--- src/rtl/pipe_ctrl_pkg.sv ---
// Shared definitions for the pipeline control unit: stall bus encoding,
// exception codes, default handler address and the drain FSM state type.
package pipe_ctrl_pkg;

  localparam int unsigned StallBusW = 6;
  localparam logic        Stop      = 1'b1;
  localparam logic        NoStop    = 1'b0;

  // Stall vector bit order: PC, IF, ID, EX, MEM, WB (bit0..bit5).
  localparam logic [StallBusW-1:0] StallNone = 6'b000000;
  localparam logic [StallBusW-1:0] StallIdIf = 6'b000111;
  localparam logic [StallBusW-1:0] StallEx   = 6'b001111;
  localparam logic [StallBusW-1:0] StallMem  = 6'b011111;

  localparam logic [31:0] EXC_INT     = 32'h0000_0001;
  localparam logic [31:0] EXC_SYSCALL = 32'h0000_0008;
  localparam logic [31:0] EXC_INVALID = 32'h0000_000a;
  localparam logic [31:0] EXC_OV      = 32'h0000_000c;
  localparam logic [31:0] EXC_TRAP    = 32'h0000_000d;
  localparam logic [31:0] EXC_ERET    = 32'h0000_000e;

  localparam logic [31:0] HandlerAddrDefault = 32'h0000_0020;

  typedef enum logic {
    StIdle,
    StDrain
  } drain_state_e;

  // Highest-priority requester decides how far back the pipeline freezes.
  function automatic logic [StallBusW-1:0] stall_vec(input logic req_mem, input logic req_ex,
                                                     input logic req_id, input logic req_if);
    if (req_mem) begin
      return StallMem;
    end else if (req_ex) begin
      return StallEx;
    end else if (req_id || req_if) begin
      return StallIdIf;
    end
    return StallNone;
  endfunction

endpackage

--- src/rtl/sat_counter.sv ---
// Saturating up-counter with synchronous clear.
// Ports: clk, rst (async active-low), inc (count enable), clr (sync clear,
// wins over inc), cnt (current count, sticks at all-ones).
module sat_counter #(
  parameter int unsigned W = 8
) (
  input  logic         clk,
  input  logic         rst,
  input  logic         inc,
  input  logic         clr,
  output logic [W-1:0] cnt
);

  logic [W-1:0] cnt_q, cnt_d;

  always_comb begin
    cnt_d = cnt_q;
    if (clr) begin
      cnt_d = '0;
    end else if (inc && (cnt_q != '1)) begin
      cnt_d = cnt_q + W'(1);
    end
  end

  always_ff @(posedge clk or negedge rst) begin
    if (!rst) begin
      cnt_q <= '0;
    end else begin
      cnt_q <= cnt_d;
    end
  end

  assign cnt = cnt_q;

endmodule

--- src/rtl/pipe_ctrl.sv ---
// Pipeline control unit: merges stall requests into the 6-bit stall vector,
// turns accepted MEM exceptions into a one-cycle flush with redirect PC, marks
// the stale fetch to discard after a flush, and keeps perf counters.
// Ports: clk, rst (async active-low); stallreq_from_{if,id,ex,mem};
// excepttype_i, cp0_epc_i; cnt_clr; stall, flush, new_pc, if_discard;
// stall_cycles, flush_count.
module pipe_ctrl
  import pipe_ctrl_pkg::*;
#(
  parameter logic [31:0] HANDLER_ADDR = HandlerAddrDefault,
  parameter int unsigned STALL_CNT_W  = 32,
  parameter int unsigned FLUSH_CNT_W  = 16
) (
  input  logic                   clk,
  input  logic                   rst,
  input  logic                   stallreq_from_if,
  input  logic                   stallreq_from_id,
  input  logic                   stallreq_from_ex,
  input  logic                   stallreq_from_mem,
  input  logic [31:0]            excepttype_i,
  input  logic [31:0]            cp0_epc_i,
  input  logic                   cnt_clr,
  output logic [5:0]             stall,
  output logic                   flush,
  output logic [31:0]            new_pc,
  output logic                   if_discard,
  output logic [STALL_CNT_W-1:0] stall_cycles,
  output logic [FLUSH_CNT_W-1:0] flush_count
);

  drain_state_e state_q, state_d;
  logic         accept;

  // A busy data bus holds the exception off; the MEM stall covers it meanwhile.
  assign accept = rst && (excepttype_i != '0) && !stallreq_from_mem;

  always_comb begin
    stall  = StallNone;
    flush  = NoStop;
    new_pc = '0;
    if (rst) begin
      if (accept) begin
        flush = Stop;
        unique case (excepttype_i)
          EXC_ERET: new_pc = cp0_epc_i;
          EXC_INT, EXC_SYSCALL, EXC_INVALID, EXC_OV, EXC_TRAP: new_pc = HANDLER_ADDR;
          default:  new_pc = HANDLER_ADDR;
        endcase
      end else begin
        stall = stall_vec(stallreq_from_mem, stallreq_from_ex, stallreq_from_id,
                          stallreq_from_if);
      end
    end
  end

  // DRAIN covers the fetch that was in flight at flush time, including the
  // cycle it finally returns (stallreq_from_if low).
  always_comb begin
    state_d    = state_q;
    if_discard = 1'b0;
    unique case (state_q)
      StIdle: begin
        if (flush && stallreq_from_if) begin
          state_d = StDrain;
        end
      end
      StDrain: begin
        if_discard = rst;
        if (!stallreq_from_if) begin
          state_d = StIdle;
        end
      end
      default: state_d = StIdle;
    endcase
  end

  always_ff @(posedge clk or negedge rst) begin
    if (!rst) begin
      state_q <= StIdle;
    end else begin
      state_q <= state_d;
    end
  end

  sat_counter #(
    .W(STALL_CNT_W)
  ) u_stall_cnt (
    .clk (clk),
    .rst (rst),
    .inc (stall != StallNone),
    .clr (cnt_clr),
    .cnt (stall_cycles)
  );

  sat_counter #(
    .W(FLUSH_CNT_W)
  ) u_flush_cnt (
    .clk (clk),
    .rst (rst),
    .inc (flush),
    .clr (cnt_clr),
    .cnt (flush_count)
  );

endmodule

--- config.mk ---
export PLATFORM = sky130hd
export DESIGN_NAME = pipe_ctrl
export DESIGN_NICKNAME = d
export VERILOG_FILES = /design/src/rtl/pipe_ctrl_pkg.sv /design/src/rtl/sat_counter.sv /design/src/rtl/pipe_ctrl.sv
export SDC_FILE = /design/constraint.sdc
export NUM_CORES = 1
export LEC_CHECK = 0
export ABC_AREA = 1
export CORE_MARGIN = 1.5
export CORE_UTILIZATION = 24
export CTS_CLUSTER_SIZE = 12
export DETAILED_ROUTE_END_ITERATION = 8
export GPL_ROUTABILITY_DRIVEN = 1
export PLACE_DENSITY = 0.54
export SLEW_MARGIN = 20
export SYNTH_ARGS = -nofsm -noshare
export SYNTH_HDL_FRONTEND = slang
export SYNTH_SLANG_ARGS = --single-unit
--- constraint.sdc ---
create_clock -name clk -period 3.3 [get_ports clk]
set_clock_uncertainty 0.15 [all_clocks]
set_input_delay 0.33 -clock clk [delete_from_list [all_inputs] [get_ports clk]]
set_output_delay 0.33 -clock clk [all_outputs]
set_load 0.02 [all_outputs]
* Yosys cells after proc, flatten, opt, wreduce, memory -nomap -nowiden
Cells that the tools add are included.
W data, S select, Z words.
** Operators by class
- $add $sub $neg :: 2
- Equal/unequal tests :: 3
- Multiplexer cells :: 24
- Bitwise operators :: 1
- Reductions and logical operators :: 11
** Operators by type and width (count)
- $mux W32 :: 5
- $mux W6 :: 6
- $add A32 B1 Y32 const B :: 1
- $eq A32 B4 Y1 const B :: 1
- $mux W16 :: 2
- $ne A32 B32 Y1 const B :: 1
- $reduce_bool A32 Y1 :: 1
- $add A16 B1 Y16 const B :: 1
- $ne A16 B16 Y1 const B :: 1
- $mux W1 :: 10
- $reduce_bool A6 Y1 :: 1
- $logic_and A1 B1 Y1 :: 5
- $reduce_bool A2 Y1 :: 2
- $pmux W1 S2 :: 1
- $logic_not A1 Y1 :: 1
- $logic_or A1 B1 Y1 :: 1
- $not A1 Y1 :: 1
** Storage, ports and cells
- Bits in registers :: 49
- Word-level logic and storage cells :: 44

* Longest topological paths before layout
- Depth in word-level cells :: 13
- Mapped depth :: 13
- Mapped depth without buffers :: 12

* Cells and area by module
Synthesis repeated with hierarchy kept, for this count alone.
** Unflattened totals
- Cells, all modules :: 621
- Area, all modules :: 3926.3 µm²
** Modules (own cells, without submodules)
- sat_counter (u_stall_cnt) :: times used 1, cells an instance 345, area an instance 2243.4 µm², sequential area each 800.8 µm²
- sat_counter (u_flush_cnt) :: times used 1, cells an instance 144, area an instance 1037.2 µm², sequential area each 400.4 µm²
- pipe_ctrl :: times used 1, cells an instance 132, area an instance 645.6 µm², sequential area each 25.0 µm²

* Least setup slack after synthesis
OpenSTA, ideal clock, no wires.
- Kind :: input -> output
- Start :: in excepttype_i[31]
- End :: out stall[1]
- Data arrival time :: 1574 ps
- Data required time :: 2820 ps
- Slack :: 1246 ps
- Cell stages on the path :: 8
- Path buffers :: 1
- Cells stage by stage :: nor2_1 nand2_1 nor2_1 nand2_1 nor2_1 nor2_2 a21oi_1 buf_4
** On the way
- Word-level cells in the longest chain between the ends :: 5
** RTL lines
- start, declared :: line pipe_ctrl.sv:20 : input logic [31:0] excepttype_i,
- $reduce_bool A32 Y1 :: line pipe_ctrl.sv:35 : assign accept = rst && (excepttype_i != '0) && !stallreq_from_mem;
- $logic_and A1 B1 Y1 (2 in series) :: line pipe_ctrl.sv:35
- $mux W6 :: line pipe_ctrl.sv:42 : if (accept) begin
- $mux W6 :: line pipe_ctrl.sv:41 : if (rst) begin
- end, declared :: line pipe_ctrl.sv:23 : output logic [5:0] stall,
Every way passes these cells.

* Worst setup path after layout
- Start :: in excepttype_i[11]
- End :: out new_pc[19]
** On the way
- Word-level cells in the longest chain between the ends :: 5
- Elaborated cells on any way between the ends :: 7
** RTL lines
- $reduce_bool A32 Y1 :: line pipe_ctrl.sv:35
- $logic_and A1 B1 Y1 (2 in series) :: line pipe_ctrl.sv:35
- $mux W32 * :: line pipe_ctrl.sv:42
- $mux W32 * :: line pipe_ctrl.sv:41
- end, declared :: line pipe_ctrl.sv:25 : output logic [31:0] new_pc,
Mark *: on every way between the ends. The rest lies on a longest branch, timed or not.

==> flow_summary.toml <==
[status]
status = "completed"

[power]
p_leak_nw = 2.40
powerDensity_nw_per_um2 = 241
ir_drop_mv = 0.197

[sta]
worst_pin_slew_ps = 656
setup_violations = 0
slew_headroom = 0.561
rsz0062_at_grt = "no"
finalHoldViolCount = 0
final.setup.tns_ps = 0
max_freq_mhz = 349
final_max_slew_viol_count = 0
fin_crit_ps = 2860
fin_crit_sh = 0.867

[clock_tree]
clockBufferDepth = 2
clk_pin_slew_worst_paths_ps = 70
cts_root_buffer = "clkbuf_16"
h-tree-depth = 2
ctsResizeCount = 0
cts_tree = "yes"
cts_setup_buffers = 0
cts_sinks = 49
cts_buffers = 5
insertion_delay_ps = 300
cts_hold_buf = 0

[logic_synthesis]
ys_types = 30
syn-mean-instance-area_um2 = 6.00
ys_warn_count = 0
syn_nets = 714
synth_seq_cells = 49
yosysSeqAreaShare = 0.319
yosysTopAreaCell = "dfrtp_1"
synthCells = 641
synth_area_um2 = 3850
synth_top_area_share = 0.319
synth_area_leaders = "dfrtp_1 (32%), nand2_1 (22%), nor2_1 (15%)"

[place]
gp_congestion = 0.818
hpwl_mm = 9.57
placed_cells = 994
placed_cell_area_um2 = 5610
io_buffers = 157

[final_layout]
fin_util = 0.365
fin_cells = 1002
syn_to_final_growth_pct = 49.5
diodes = 0
design_area_um2 = 5760
drive_above_1_share = 0.0407
finalNetCount = 858

[die]
die_area_um2 = 16800
die_h_um = 130
row_count = 46
ios = 159
die_w_um = 130
start_util = 0.244
core_area_um2 = 15800

[critical_path]
crit_path_max_fanout = 31
path_class = "input port to output pin"
cp-end-kind = "output pin"
cp-start-kind = "input port"
crit_arrival_ps = 2380
ff2ff_setup_slack_ps = 960
cp.required_ps = 2820

[grt]
grt_usage = 0.152
grt_pass1_wl_mm = 20.5
grt_pass1_vias = 4113
grt_max_degree = 51
overflow = 0
antenna_found_initial = 0

[drt]
drcViolationCount = 0
dr.pass1.iters = 5
ant_nets = 0
via_count = 4377
drt_iter0_markers = 252
viasPerCell = 4.37
routed_wl_mm = 12.6
wl_per_cell_um = 12.5

[flow_run]
drv_cap = 0

[hold_path]
hold_class = "input port to asynchronous set/reset pin"
## metal layers
layer	vias to the layer above	GRT usage	part of all wire
met1	1924	0.197	0.45
li1	2295	-	-
met5	-	0	0
met4	0	0.0307	0.011
met3	9	0.0326	0.069
met2	149	0.261	0.47
## cells by family (layout without fill, tap and decap cells)
group	after synthesis	after routing	share of synthesized area
buf+inv	63	208	0.0722
compound gates	26	26	0.0481
flops	49	49	0.319
simple gates	481	481	0.510
xor+xnor	19	19	0.0432
other cells	1	1	0.000974
fa+ha+maj	2	2	0.00650
## final timing paths
path,startpoint,to,cells after the start
min in group clk,state_q,state_q,1
setup / recovery,excepttype_i[11],new_pc[19],10
hold / removal,rst,state_q,2
setup reg to reg,u_stall_cnt.cnt[0],u_stall_cnt.cnt[10],12
hold reg to reg,state_q,state_q,1
max in group asynchronous,rst,u_stall_cnt.cnt[7],2
## stage by stage
stage	power [mW]	hold WS, ps	setup WS [ps]
after floorplan	0.731	-116	1250
after global placement	0.874	333	436
after detailed placement	0.875	346	444
after CTS	1.41	97.4	439
after global routing	1.45	135	194
final	1.39	52.6	437
## cell usage after synthesis
master	count
buf_4	7
nor4_1	1
nand3_2	1
inv_1	32
inv_2	3
nand3b_1	1
o21ai_2	3
nand2_1	226
buf_2	6
clkinv_1	1
nor3_1	8
nor2_1	153
nor2_2	4
dfrtp_1	49
clkbuf_1	13
ha_1	2
nor3b_1	2
a21o_1	10
nand3_1	75
nand4_1	6
o21ai_0	5
a21oi_1	4
xnor2_1	5
a211oi_1	1
nand2_2	4
o21ai_4	1
o21a_1	2
xor2_1	14
conb_1	1
buf_6	1
## registers in the layout (all words and copies together) (netlist names)
| register | cells |
|---|---|
| u_stall_cnt.cnt | 32 |
| u_flush_cnt.cnt | 16 |
| state_q | 1 |
## final cells by class
type / count / area [µm²]
clock inverter: 3 / 22.5
tap: 216 / 270
clock buffer: 5 / 125
inverter: 36 / 135
fill: 1797 / 10000
timing repair buffer: 164 / 1630
sequential: 49 / 1230
multi-input combinational: 529 / 2340
## worst max-delay path: stages
cell and delay [ps]:
clkdlybuf4s50_1 400, nor2_1 100, nand2_1 80, nor4_1 270
nand2_1 120, inv_1 110, buf_12 170, nand2_1 70
nor2_1 90, clkdlybuf4s50_1 630
## where the power goes
group	internal, mW	leakage, nW	switching, mW	total [mW]
clock	0.281	0.0621	0.245	0.527
combinational	0.117	1.66	0.124	0.241
sequential	0.608	0.681	0.0111	0.619
## cells in the final DEF (no fill, tap or decap), drive strengths merged
cell type | netlist | routed
inv | 35 | 35
clkdlybuf4s50 | 0 | 156
clkinvlp | 0 | 3
nand4 | 6 | 6
nor4 | 1 | 1
a21oi | 4 | 4
o21ai | 9 | 9
nor2 | 157 | 157
clkinv | 1 | 1
nor3 | 8 | 8
ha | 2 | 2
nand3 | 76 | 76
buf | 14 | 8
o21a | 2 | 2
clkbuf | 13 | 5
nand3b | 1 | 1
conb | 1 | 1
a211oi | 1 | 1
nand2 | 230 | 230
nor3b | 2 | 2
dfrtp | 49 | 49
xor2 | 14 | 14
xnor2 | 5 | 5
a21o | 10 | 10
No activity file was read; power rests on OpenSTA's default activity.
